[src/rtl/uart_rx_cfg.sv]
// Configurable UART receiver: synchronised line, mid-bit sampling, optional parity,
// one or two stop bits, break detection and a one-cycle frame strobe with sticky status.
module uart_rx_cfg #(
    parameter int CLK_RATE  = 50000000,
    parameter int BAUD      = 9600,
    parameter int DATA_BITS = 8,
    parameter int PARITY    = 0,
    parameter int STOP_BITS = 1
) (
    input  logic                 i_Clock,
    input  logic                 i_Reset,
    input  logic                 i_Rx_Serial,
    output logic                 o_Rx_DV,
    output logic [DATA_BITS-1:0] o_Rx_Byte,
    output logic                 o_Parity_Err,
    output logic                 o_Frame_Err,
    output logic                 o_Break,
    output logic                 o_Busy
);

    localparam int CLKS_PER_BIT = CLK_RATE / BAUD;
    localparam int CW = (CLKS_PER_BIT > 1) ? $clog2(CLKS_PER_BIT) : 1;
    localparam int IW = $clog2(DATA_BITS);
    localparam logic [CW-1:0] CNT_LAST  = CW'(CLKS_PER_BIT - 1);
    localparam logic [CW-1:0] CNT_MID   = CW'((CLKS_PER_BIT - 1) / 2);
    localparam logic [IW-1:0] DATA_LAST = IW'(DATA_BITS - 1);
    localparam logic [IW-1:0] STOP_LAST = IW'(STOP_BITS - 1);

    typedef enum logic [2:0] {
        ST_WAIT_IDLE = 3'd0,
        ST_IDLE      = 3'd1,
        ST_START     = 3'd2,
        ST_DATA      = 3'd3,
        ST_PARITY    = 3'd4,
        ST_STOP      = 3'd5
    } state_t;

    function automatic logic parity_error(input logic [DATA_BITS-1:0] data, input logic pbit);
        logic err;
        case (PARITY)
            32'sd1:  err = ~(^data ^ pbit);
            32'sd2:  err = ^data ^ pbit;
            default: err = 1'b0;
        endcase
        return err;
    endfunction

    logic                 rx_meta_q, rx_sync_q, rx_s;
    state_t               state_q, state_d;
    logic [CW-1:0]        cnt_q, cnt_d;
    logic [IW-1:0]        idx_q, idx_d;
    logic [DATA_BITS-1:0] shift_q, shift_d;
    logic                 par_bit_q, par_bit_d;
    logic                 stop1_low_q, stop1_low_d;
    logic                 stop_err_q, stop_err_d;
    logic                 dv_q, dv_d;
    logic [DATA_BITS-1:0] byte_q, byte_d;
    logic                 perr_q, perr_d;
    logic                 ferr_q, ferr_d;
    logic                 brk_q, brk_d;
    logic                 busy_q, busy_d;

    logic frame_end_s, first_stop_low_s, frame_brk_s, frame_ferr_s;

    assign rx_s = rx_sync_q;

    // Frame verdict, valid in the cycle the final stop bit is sampled
    assign frame_end_s      = (state_q == ST_STOP) && (cnt_q == CNT_LAST) && (idx_q == STOP_LAST);
    assign first_stop_low_s = (idx_q == IW'(0)) ? ~rx_s : stop1_low_q;
    assign frame_brk_s      = (shift_q == '0) && ((PARITY == 0) || !par_bit_q) && first_stop_low_s;
    assign frame_ferr_s     = stop_err_q | ~rx_s | frame_brk_s;

    // State, datapath and output registers
    always_ff @(posedge i_Clock or posedge i_Reset) begin
        if (i_Reset) begin
            rx_meta_q   <= 1'b1;
            rx_sync_q   <= 1'b1;
            state_q     <= ST_WAIT_IDLE;
            cnt_q       <= '0;
            idx_q       <= '0;
            shift_q     <= '0;
            par_bit_q   <= 1'b0;
            stop1_low_q <= 1'b0;
            stop_err_q  <= 1'b0;
            dv_q        <= 1'b0;
            byte_q      <= '0;
            perr_q      <= 1'b0;
            ferr_q      <= 1'b0;
            brk_q       <= 1'b0;
            busy_q      <= 1'b1;
        end else begin
            rx_meta_q   <= i_Rx_Serial;
            rx_sync_q   <= rx_meta_q;
            state_q     <= state_d;
            cnt_q       <= cnt_d;
            idx_q       <= idx_d;
            shift_q     <= shift_d;
            par_bit_q   <= par_bit_d;
            stop1_low_q <= stop1_low_d;
            stop_err_q  <= stop_err_d;
            dv_q        <= dv_d;
            byte_q      <= byte_d;
            perr_q      <= perr_d;
            ferr_q      <= ferr_d;
            brk_q       <= brk_d;
            busy_q      <= busy_d;
        end
    end

    // Next-state and bit-timing logic
    always_comb begin
        state_d     = state_q;
        cnt_d       = cnt_q;
        idx_d       = idx_q;
        shift_d     = shift_q;
        par_bit_d   = par_bit_q;
        stop1_low_d = stop1_low_q;
        stop_err_d  = stop_err_q;
        case (state_q)
            ST_WAIT_IDLE: begin
                if (!rx_s) begin
                    cnt_d = '0;
                end else if (cnt_q == CNT_LAST) begin
                    cnt_d   = '0;
                    state_d = ST_IDLE;
                end else begin
                    cnt_d = cnt_q + CW'(1);
                end
            end
            ST_IDLE: begin
                cnt_d = '0;
                if (!rx_s) begin
                    state_d = ST_START;
                end else begin
                    state_d = ST_IDLE;
                end
            end
            ST_START: begin
                if (cnt_q == CNT_MID) begin
                    cnt_d       = '0;
                    idx_d       = '0;
                    par_bit_d   = 1'b0;
                    stop1_low_d = 1'b0;
                    stop_err_d  = 1'b0;
                    state_d     = rx_s ? ST_IDLE : ST_DATA;
                end else begin
                    cnt_d = cnt_q + CW'(1);
                end
            end
            ST_DATA: begin
                if (cnt_q == CNT_LAST) begin
                    cnt_d   = '0;
                    shift_d = {rx_s, shift_q[DATA_BITS-1:1]};
                    if (idx_q == DATA_LAST) begin
                        idx_d   = '0;
                        state_d = (PARITY != 0) ? ST_PARITY : ST_STOP;
                    end else begin
                        idx_d = idx_q + IW'(1);
                    end
                end else begin
                    cnt_d = cnt_q + CW'(1);
                end
            end
            ST_PARITY: begin
                if (cnt_q == CNT_LAST) begin
                    cnt_d     = '0;
                    par_bit_d = rx_s;
                    state_d   = ST_STOP;
                end else begin
                    cnt_d = cnt_q + CW'(1);
                end
            end
            ST_STOP: begin
                if (cnt_q == CNT_LAST) begin
                    cnt_d       = '0;
                    stop_err_d  = stop_err_q | ~rx_s;
                    stop1_low_d = first_stop_low_s;
                    if (idx_q == STOP_LAST) begin
                        idx_d   = '0;
                        state_d = frame_brk_s ? ST_WAIT_IDLE : ST_IDLE;
                    end else begin
                        idx_d = idx_q + IW'(1);
                    end
                end else begin
                    cnt_d = cnt_q + CW'(1);
                end
            end
            default: begin
                state_d = ST_WAIT_IDLE;
                cnt_d   = '0;
                idx_d   = '0;
            end
        endcase
    end

    // Strobe and status capture; status holds until the next completed frame
    always_comb begin
        dv_d   = 1'b0;
        byte_d = byte_q;
        perr_d = perr_q;
        ferr_d = ferr_q;
        brk_d  = brk_q;
        busy_d = (state_d != ST_IDLE);
        if (frame_end_s) begin
            dv_d   = 1'b1;
            byte_d = shift_q;
            perr_d = parity_error(shift_q, par_bit_q);
            ferr_d = frame_ferr_s;
            brk_d  = frame_brk_s;
        end else begin
            dv_d = 1'b0;
        end
    end

    assign o_Rx_DV      = dv_q;
    assign o_Rx_Byte    = byte_q;
    assign o_Parity_Err = perr_q;
    assign o_Frame_Err  = ferr_q;
    assign o_Break      = brk_q;
    assign o_Busy       = busy_q;

endmodule

[config.mk]
export PLATFORM = sky130hd
export DESIGN_NAME = uart_rx_cfg
export DESIGN_NICKNAME = d
export VERILOG_FILES = /design/src/rtl/uart_rx_cfg.sv
export SDC_FILE = /design/constraint.sdc
export NUM_CORES = 1
export LEC_CHECK = 0
export BUFFER_PORTS_ARGS = -buffer_cell sky130_fd_sc_hd__buf_2
export CORE_MARGIN = 10
export CORE_UTILIZATION = 30
export DETAILED_ROUTE_END_ITERATION = 7
export PLACE_DENSITY = 0.42
export SLEW_MARGIN = 20
export SYNTH_ARGS = -nofsm -noshare
export SYNTH_HDL_FRONTEND = slang
export SYNTH_SLANG_ARGS = --single-unit
[constraint.sdc]
create_clock -name i_Clock -period 2.88 [get_ports i_Clock]
set_input_delay 0.576 -clock i_Clock [delete_from_list [all_inputs] [get_ports i_Clock]]
set_output_delay 0.576 -clock i_Clock [all_outputs]
set_load 0.02 [all_outputs]
# After elaboration in Yosys (flattened, before gate mapping)
# Index checks and enable logic that the tools add are counted.
# classes
n_eq_ne,12
bitwise_logic,4
n_mux,29
n_reduce_logical,12
add_sub_neg,2
# op_table
op,n
$mux 13,3
$mux 3,13
$pmux 13 s3,1
$pmux 3 s6,1
$add 13x1->13 const B,1
$eq 13x12->1 const B,1
$eq 13x13->1 const B,1
$pmux 3 s4,1
$eq 3x3->1 const B,3
$logic_not 8->1,1
$eq 3x2->1 const B,2
$logic_not 3->1,2
$mux 1,6
$reduce_or 3->1,2
$mux 2,2
$ne 2x2->1 const B,2
$pmux 1 s2,2
$reduce_and 4->1,1
$add 3x1->3 const B,1
$eq 3x1->1 const B,1
$logic_and 1x1->1,3
$ne 3x1->1 const B,1
$reduce_and 3->1,1
$ne 2x1->1 const B,1
4 further kinds,6
# totals
regBits,43
inputBits,3
output_inout_bits,13

# Longest topological paths before layout
# Gate-level depths: netlist (run 1).
# logic_depth
word_depth,8
depth_mapped,8

# Worst setup path before layout (run 1)
# No wires, ideal clock.
# synth_timing
kind,reg-to-reg
startpoint,register cnt_q[7]
endpoint,register shift_q[0]
path_slack_ns,0.694
arrival_ns,2.058
path_buffers,3
path_stages_with_launch,8
required_time_ns,2.752
synth_period_minus_slack_ns,2.186
path_cell_list,dfrtp_1 > buf_6 > or4_4 > buf_6 > nor4_2 > and2_1 > buf_2 > mux2_1
# synth_via
elab_chain_len,2
# synth_lines
item,line,source
from (decl),50,"logic [CW-1:0] cnt_q, cnt_d;"
from (signal assigned),95,cnt_q <= cnt_d;
$eq 13x13->1,151,if (cnt_q == CNT_LAST) begin
$reduce_and 2->1 (no source line),-,
to (signal assigned),97,shift_q <= shift_d;
to (decl),52,"logic [DATA_BITS-1:0] shift_q, shift_d;"
# Every way passes these cells.
# A chain may end at the register's enable or synchronous reset.

# Final worst setup path (run 1)
# layout_timing
startpoint,register cnt_q[0]
endpoint,register shift_q[3]
# Same word-level chain as after synthesis.

==> results.md, run 1 <==
* Outcome: completed
* Clk_lat worst skew at 0.29 ns
* YS warnings at 0
* Vias in the first global route at 1454
* Post-CTS Setup Bufs at 0
* Setup Total Neg Slack at 0 ns
* Vias at 1464
* CP max-delay cell: nor4_2
* Final Skew at 0.00819 ns
* Post-synth EDFFs at 0
* Commonest non-fill, non-tap cell in the layout: dfrtp_1
* Grt ovf at 0
* Share of synthesized registers carrying an async set or reset at 100%
* IO Pins at 16
* Initial antenna violation count at 0
* # clock sinks at 43
* Critical Path Start Type: flop
* Cts hold-fix bufs at 0
* Initial core utilization at 31.0%
* Buf/Inv on CP at 0
* Worst EP required at 3.06 ns
* GP Congestion at 0.779
* # nets final at 214
* Worst slack, placed at 0.465 ns
* Final setup viols at 0
* Synth area leader: dfrtp_1
* DR WL/cell at 13.4 um
* Die H at 104 um
* Placed Instances at 296
* Die Wd at 104 um
* Crit path DAT at 2.59 ns
* RSZ-0062 raised after global routing: no
* Post-DP HPWL at 3.01 mm
* CTS tree: built
* Syn-to-layout area delta at 12.0%
* Synth top area cells: dfrtp_1, mux2_1, dfstp_2
* Antenna Nets Post-Route at 0
* Core area at 0.00679 mm^2
* Fmax at 415 MHz
* Worst path top cell family by delay: simple AND/OR/NAND/NOR gates
* Period minus WS final at 2.41 ns
* Post-synthesis sequential area ratio at 51.3%
* Crit path capture type: flop
* Fin crit share at 83.7%
* Most frequent cells in the layout: dfrtp_1, nor2_1, mux2_1
* #FFs+latches synth at 43
* Worst hold slack at 0.274 ns
* Max rail drop VDD at 0.138 mV
* Placement row count at 30
* Crit Path Category: reg2reg
* H-tree Lvls at 2
* Lkg Pwr at 1.07 nW
* Num CTS Buffers at 5
* Die ar. at 0.0108 mm^2
* Synth Flop Type: dfrtp_1
* Drt pass-1 iters at 4
* Reg clk slew, reported paths at 0.09 ns
* Drt first-iter violations at 58
* CP cell instances: ha_1 > nand4_1 > nor4_2 > and2_1 > mux2_1
* Setup slack after layout at 0.470 ns
* Yosys cell types at 47
* Relative slew slack at 57.5%
* Routed wire length at 4.08 mm
* Mean Syn Cell Area at 10.9 um^2
* Largest net degree at the start of global routing at 27
* I/O Buffers at 14
* Max Buffers Root-to-Sink at 2
* Least-Margin Pin Slew at 0.633 ns
* Synth Net Count at 200
* DRC at 0
* CTS root buffer: clkbuf_8
* Resize count post-CTS at 0
* Max FO, Critical Path at 9
* First-pass GRT wire length at 7.06 mm
* Final cell count without fillers at 304
* Max stage delay on crit path at 0.55 ns
* Synthesized netlist cell count at 193
* Avg Vias per Cell at 4.82
* Yosys top cell area share at 47.5%
* Overall power at 0.00104 W
* Pwr dens at 443 mW/mm^2
* Tot GR Track Use at 7.84%
* Max_cap viols at 0
* HP Class: in2async
* Post-Synthesis Cell Area at 0.00211 mm^2
* Layout cells sized above 1 at 18.3%
* Diode count at 0
* Final hold vios at 0
* Slew Limit Fails at 0
==> layout make-up <==
| type | instances | area [um^2] |
|---|---|---|
| inverter | 8 | 30.0 |
| clock buffer | 6 | 82.6 |
| multi-input combinational | 132 | 937 |
| timing repair buffer | 17 | 92.6 |
| sequential | 43 | 1080 |
| clock inverter | 2 | 16.3 |
| tap | 96 | 120 |
| fill | 694 | 4440 |
==> logic make-up (layout without fill, tap and decap cells) <==
kind of cell,count (synthesis),count (layout),share of synthesized area [%]
flip-flops,43,43,51.3
adder cells (fa/ha/maj),4,4,2.38
AND/OR/NAND/NOR,69,69,18.9
multiplexers,18,18,9.63
AO/OA/AOI/OAI,29,29,8.85
buffers and inverters,18,33,4.22
other,1,1,0.178
XOR/XNOR,11,11,4.58
==> through the flow <==
| step | cell area [um^2] | util (%) |
|---|---|---|
| floorplan | 2110 | - |
| global placement | 2260 | 33.3 |
| detailed placement | 2260 | 33.3 |
| CTS | 2360 | 34.7 |
| global route | 2360 | 34.7 |
| finish | 2360 | 34.7 |
==> metal layers <==
layer	up-vias	part of all wire (%)	track usage [%]
met4	0	1.5	3.58
met1	725	47	9.57
met2	22	48	12.2
met5	-	0	0
li1	711	-	-
met3	6	3.8	2.60
==> state kept, by name, summed over array words and instances, names as in the netlist <==
signal and count:
cnt_q 13, o_Rx_Byte 8, shift_q 8, idx_q 3
state_q 3, o_Break 1, o_Busy 1, o_Frame_Err 1
o_Rx_DV 1, rx_meta_q 1, rx_s 1, stop1_low_q 1
stop_err_q 1
==> report_power, final <==
group          internal (W)  total (W)  switching [W]
combinational    0.00000828  0.0000287      0.0000204
clock              0.000196   0.000401       0.000205
sequential         0.000609   0.000615     0.00000555
==> worst paths after layout <==
kind                       depth (start not counted)  slack, ns           startpoint                      to
max                                                5       0.47   cnt_q[0]$_DFF_PP0_  shift_q[3]$_DFFE_PP0P_
min                                                2       0.27              i_Reset     cnt_q[12]$_DFF_PP0_
max reg2reg                                        5       0.47   cnt_q[0]$_DFF_PP0_  shift_q[3]$_DFFE_PP0P_
min reg2reg                                        0       0.36  rx_meta_q$_DFF_PP1_          rx_s$_DFF_PP1_
max in group asynchronous                          3       1.86              i_Reset        o_Busy$_DFF_PP1_
min in group i_Clock                               0       0.36  rx_meta_q$_DFF_PP1_          rx_s$_DFF_PP1_
==> worst reg2reg max path, stage by stage (launching register included) <==
cell and delay [ns]:
dfrtp_1 0.39, ha_1 0.25, nand4_1 0.28, nor4_2 0.55, and2_1 0.46, mux2_1 0.37
==> synthesized netlist by cell type (2+ instances only) <==
cell type and count:
a21oi_1 12, buf_2 2, o21ai_1 3, a31o_2 2
clkbuf_1 5, a31oi_1 3, and4_1 2, buf_6 2
xor2_1 6, inv_1 8, nor3_1 4, nor2_1 18
nor2b_1 4, mux2_1 17, nand2_1 12, dfrtp_1 40
nand4_1 4, or4_4 2, nor4_1 6, xnor2_1 5
ha_1 4, nand3_1 5, dfstp_2 3
(Power assumes the default switching activity.)
==> run 2, diff against run 1 <==
- PLACE_DENSITY: 0.42 -> 0.43
- clock period: 2.88 -> 1.95 ns (I/O delays scaled with it)
==> run 2 against run 1 <==
Effect of this change: final cell count up 15%; the flow now finishes with violations (negative setup slack); sequential power up 47%; die area unchanged; largest power group unchanged; critical path type unchanged.
==> results.md, run 2 (same netlist as run 1, synthesis figures left out) <==
* Outcome: finished, violations left
* Violated checks: negative setup slack
* Die H at 104 um
* Largest net degree at the start of global routing at 28
* Tot GR Track Use at 9.14%
* Initial core utilization at 31.0%
* Avg Vias per Cell at 4.70
* Max FO, Critical Path at 4
* Worst r2r src: cnt_q[3]$_DFF_PP0_
* Max Buffers Root-to-Sink at 2
* Cts hold-fix bufs at 0
* Clk_lat worst skew at 0.30 ns
* Max reg flops at 13
* Drt first-iter violations at 58
* Core area at 0.00679 mm^2
* Syn-to-layout area delta at 44.0%
* Setup slack after layout at -0.117 ns
* Lkg Pwr at 1.34 nW
* Crit path DAT at 2.29 ns
* Crit path launch: cnt_q[3]$_DFF_PP0_
* Antenna Nets Post-Route at 0
* Fin crit share at 106%
* Routed wire length at 5.08 mm
* HP Class: in2async
* GP Congestion at 0.849
* DRC at 0
* Most frequent cells in the layout: dfrtp_1, buf_4, mux2_4
* Relative slew slack at 53.3%
* R2R Setup Slk at -0.12 ns
* Vias at 1651
* Placed Instances at 329
* Worst R2R End: o_Busy$_DFF_PP1_
* H-tree Lvls at 2
* # nets final at 261
* Worst EP required at 2.18 ns
* Initial antenna violation count at 0
* RSZ-0062 raised after global routing: yes
* Setup Total Neg Slack at -0.898 ns
* Drt pass-1 iters at 4
* I/O Buffers at 14
* Biggest register: cnt_q
* Layout Utilization at 44.6%
* Pwr dens at 566 mW/mm^2
* Die ar. at 0.0108 mm^2
* Fmax at 484 MHz
* Crit Path Category: reg2reg
* Reg clk slew, reported paths at 0.09 ns
* Crit path capture type: flop
* Final Skew at 0.00693 ns
* IO Pins at 16
* CTS root buffer: clkbuf_8
* CTS tree: built
* Final cell count without fillers at 351
* Post-DP HPWL at 3.54 mm
* Layout cells sized above 1 at 49.8%
* Worst slack, placed at -0.131 ns
* Max rail drop VDD at 0.293 mV
* Slew Limit Fails at 0
* Critical Path Start Type: flop
* Grt ovf at 0
* Max_cap viols at 0
* Num CTS Buffers at 5
* Period minus WS final at 2.07 ns
* Final hold vios at 0
* Final setup viols at 22
* Placement row count at 30
* # clock sinks at 43
* Fillers at 632
* Least-Margin Pin Slew at 0.696 ns
* Reg2Reg Depth at 5
* Worst hold slack at 0.101 ns
* Vias in the first global route at 1663
* DR WL/cell at 14.5 um
* Die Wd at 104 um
* Diode count at 0
* Worst setup path end: o_Busy$_DFF_PP1_
* First-pass GRT wire length at 8.18 mm
-- run 2: cell types whose count changed in the layout (fill, tap and decap cells not counted), moves of 6 or more --
cell,before,now
buf_4,3,40
mux2_1,17,0
mux2_4,0,17
nor2_1,18,7
nor2_4,1,10
buf_6,0,6
-- run 2: stage by stage --
step           power, W  instance area (um^2)
6_report        0.00172                  3030
5_1_grt         0.00179                  3030
4_1_cts         0.00172                  2860
3_5_place_dp   0.000991                  2590
3_3_place_gp   0.000988                  2590
2_1_floorplan  0.000958                  2150
-- run 2: timing repair --
item,4_1_cts,5_1_grt
gates cloned,1,1
resized for setup,17,39
endpoints found under the setup margin,21,37
setup buffers,7,7
pin swaps,5,15
-- run 2: where the power goes --
| part | switching, W | internal [W] |
|---|---|---|
| logic | 0.0000538 | 0.0000439 |
| registers | 0.00000406 | 0.000900 |
| clock network | 0.000326 | 0.000388 |
| total | 0.000384 | 0.00133 |
-- run 2: routing by layer --
metal  vias to the layer above  track usage (%)  share of wire [%]
met2                        28             15.0                 51
met5                         -                0                  0
li1                        812                -                  -
met1                       800             11.2                 44
met4                         0             3.68                1.9
met3                        11             2.29                3.0
-- run 2: how the worst min path moves through the flow --
stage / start / to / slack, ns / depth (start not counted)
2_1_floorplan: rx_meta_q$_DFF_PP1_ / rx_s$_DFF_PP1_ / 0.35 / 0
3_3_place_gp: rx_meta_q$_DFF_PP1_ / rx_s$_DFF_PP1_ / 0.35 / 0
3_5_place_dp: rx_meta_q$_DFF_PP1_ / rx_s$_DFF_PP1_ / 0.36 / 0
4_1_cts: i_Reset / cnt_q[2]$_DFF_PP0_ / 0.11 / 2
5_1_grt: i_Reset / cnt_q[2]$_DFF_PP0_ / 0.12 / 2
6_report: i_Reset / cnt_q[2]$_DFF_PP0_ / 0.10 / 2
-- run 2: layout make-up --
cell class                      instances  area, um^2  area share, %
Clock buffer                            5        68.8           2.27
Inverter                                8        30.0          0.990
Sequential cell                        43        1080           35.6
Tap cell                               96         120           3.96
Clock inverter                          3        47.5           1.57
Multi-Input combinational cell        132        1160           38.4
Timing Repair Buffer                   64         523           17.2
-- run 2: worst max-delay path: stages (launching register included) --
cell     delay (ns)
dfrtp_1        0.38
or4_4          0.57
or4_4          0.48
o21ai_2        0.14
nand2_1        0.08
or3b_1         0.35
==> run 3, diff against run 2 <==
- PLACE_DENSITY: 0.43 -> 0.48
==> run 3 against run 2 <==
Effect of this change: the run still ends with negative setup slack left; clock skew increased by 0.0031 ns; global-route usage fell by 0.58 points; sequential share of layout area is 3.3 points higher; worst hold slack improved by 0.085 ns; via count shrank 3.7%; power shrank 0.70%; critical path depth unchanged; utilization shrank 3.7 points; final cell count is 2.3% lower; clock power grew 3.1%; register-to-register slack improved by 0.03 ns; clock-buffer cell count rose by 1.
==> results.md, run 3 (same netlist as run 1, synthesis figures left out) <==
* Diode count at 0
* Most frequent cells in the layout: dfrtp_1, buf_4, nor2_1
* DR WL/cell at 13.1 um
* Cell depth of the worst setup path at 5
* Most frequent CP cell: or4_4
* Commonest non-fill, non-tap cell in the layout: dfrtp_1
* Max_cap viols at 0
* Worst path top cell family by delay: simple AND/OR/NAND/NOR gates
* Int Power at 0.00135 W
* Slew Limit Fails at 0
* Syn-to-layout area delta at 32.0%
* R2R Setup Slk at -0.09 ns
* Num CTS Buffers at 5
* Setup slack after layout at -0.0855 ns
* Critical Path Start Type: flop
* First-pass GRT wire length at 7.77 mm
* Final hold vios at 0
* Fmax at 491 MHz
* Combinational power share at 3.8%
* CP max-delay cell: or4_4
* IO Pins at 16
* Max Buffers Root-to-Sink at 2
* Max FO, Critical Path at 4
* Violated checks: negative setup slack
* H-tree Lvls at 2
* Drt first-iter violations at 45
* Crit Path Category: reg2reg
* CTS tree: built
* Sequential cell fraction of total power at 53.0%
* Worst r2r src: cnt_q[7]$_DFF_PP0_
* Outcome: finished, violations left
* Worst R2R End: o_Busy$_DFF_PP1_
* Overall power at 0.00170 W
* Die H at 104 um
* Crit path launch: cnt_q[7]$_DFF_PP0_
* # clock sinks at 43
* Layout cells sized above 1 at 36.8%
* HP Class: in2reg
* Period minus WS final at 2.04 ns
* Worst hold slack at 0.186 ns
* Antenna Nets Post-Route at 0
* Crit path DAT at 2.25 ns
* Initial antenna violation count at 0
* Post-DP HPWL at 3.31 mm
* Tot GR Track Use at 8.55%
* Reg clk slew, reported paths at 0.08 ns
* Least-Margin Pin Slew at 0.541 ns
* Initial core utilization at 31.0%
* GP Congestion at 0.799
* # nets final at 253
* Reg2Reg Depth at 5
* Vias at 1590
* Die Wd at 104 um
* Switching Fraction at 21.0%
* NetSw at 0.000358 W
* Crit path capture type: flop
* Pwr dens at 613 mW/mm^2
* DRC at 0
* Buf/Inv on CP at 0
* Placement row count at 30
* Setup Total Neg Slack at -0.375 ns
* Max reg flops at 13
* Hold Path Stages at 1
* RSZ-0062 raised after global routing: yes
* Drt pass-1 iters at 4
* Max stage delay on crit path at 0.58 ns
* Hold_sp: i_Rx_Serial
* Core area at 0.00679 mm^2
* Routed wire length at 4.50 mm
* Grt ovf at 0
* Final Skew at 0.0101 ns
* Worst setup path end: o_Busy$_DFF_PP1_
* CP cell instances: or4_4 > or4_4 > o21ai_2 > nand2_1 > or3b_1
* Largest net degree at the start of global routing at 44
* Clk_lat worst skew at 0.30 ns
* I/O Buffers at 14
* Fin crit share at 104%
* Biggest register: cnt_q
* CTS root buffer: clkbuf_8
* Worst EP required at 2.17 ns
* Die ar. at 0.0108 mm^2
* Max rail drop VDD at 0.326 mV
* Lkg Pwr at 1.30 nW
* Relative slew slack at 63.9%
* Avg Vias per Cell at 4.64
* Clk pwr share at 43.2%
* Worst slack, placed at -0.0836 ns
* Vias in the first global route at 1626
* Final setup viols at 16
-- run 3: changes by cell type in the layout (fill, tap and decap cells not counted), sizes merged --
cell / before / now
clkinv: 2 / 1
buf: 63 / 56
-- run 3: worst min-delay path by stage --
stage | endpoint
final | rx_meta_q$_DFF_PP1_
after global routing | rx_meta_q$_DFF_PP1_
after CTS | rx_meta_q$_DFF_PP1_
after detailed placement | rx_s$_DFF_PP1_
after global placement | rx_s$_DFF_PP1_
after floorplan | rx_s$_DFF_PP1_
-- run 3: repair_timing --
| item | in CTS | in global routing |
|---|---|---|
| resized for setup | 3 | 5 |
| setup endpoints to repair | 27 | 31 |
| setup buffers | 1 | 1 |
| pin swaps | 1 | 2 |
| hold buffers | 0 | 0 |
-- run 3: metrics by stage --
stage	util, %	instance area (um^2)	std cells
after floorplan	-	2150	193
after global placement	38.4	2610	333
after detailed placement	38.4	2610	333
after CTS	40.5	2750	342
after global routing	40.9	2780	343
final	40.9	2780	343
-- run 3: area by class of cell --
| cell class | instances | area (um^2) |
|---|---|---|
| inverter | 8 | 30.0 |
| sequential | 43 | 1080 |
| clock inverter | 2 | 38.8 |
| fill | 659 | 4020 |
| tap | 96 | 120 |
| timing repair buffer | 56 | 427 |
| multi-input combinational | 132 | 1000 |
| clock buffer | 6 | 82.6 |
-- run 3: power groups by stage --
| stage | clock, W | sequential, W | combinational [W] |
|---|---|---|---|
| finish | 0.000736 | 0.000903 | 0.0000644 |
| global route | 0.000791 | 0.000904 | 0.0000750 |
| global placement | 0 | 0.000921 | 0.0000667 |
| floorplan | 0 | 0.000921 | 0.0000368 |
| CTS | 0.000767 | 0.000903 | 0.0000673 |
| detailed placement | 0 | 0.000921 | 0.0000669 |
-- run 3: per-layer routing --
metal | routed length, um | track usage, %
met1 | 2210 | 11.1
met2 | 2080 | 13.3
met3 | 112 | 1.92
met4 | 93 | 3.58
met5 | 0 | 0
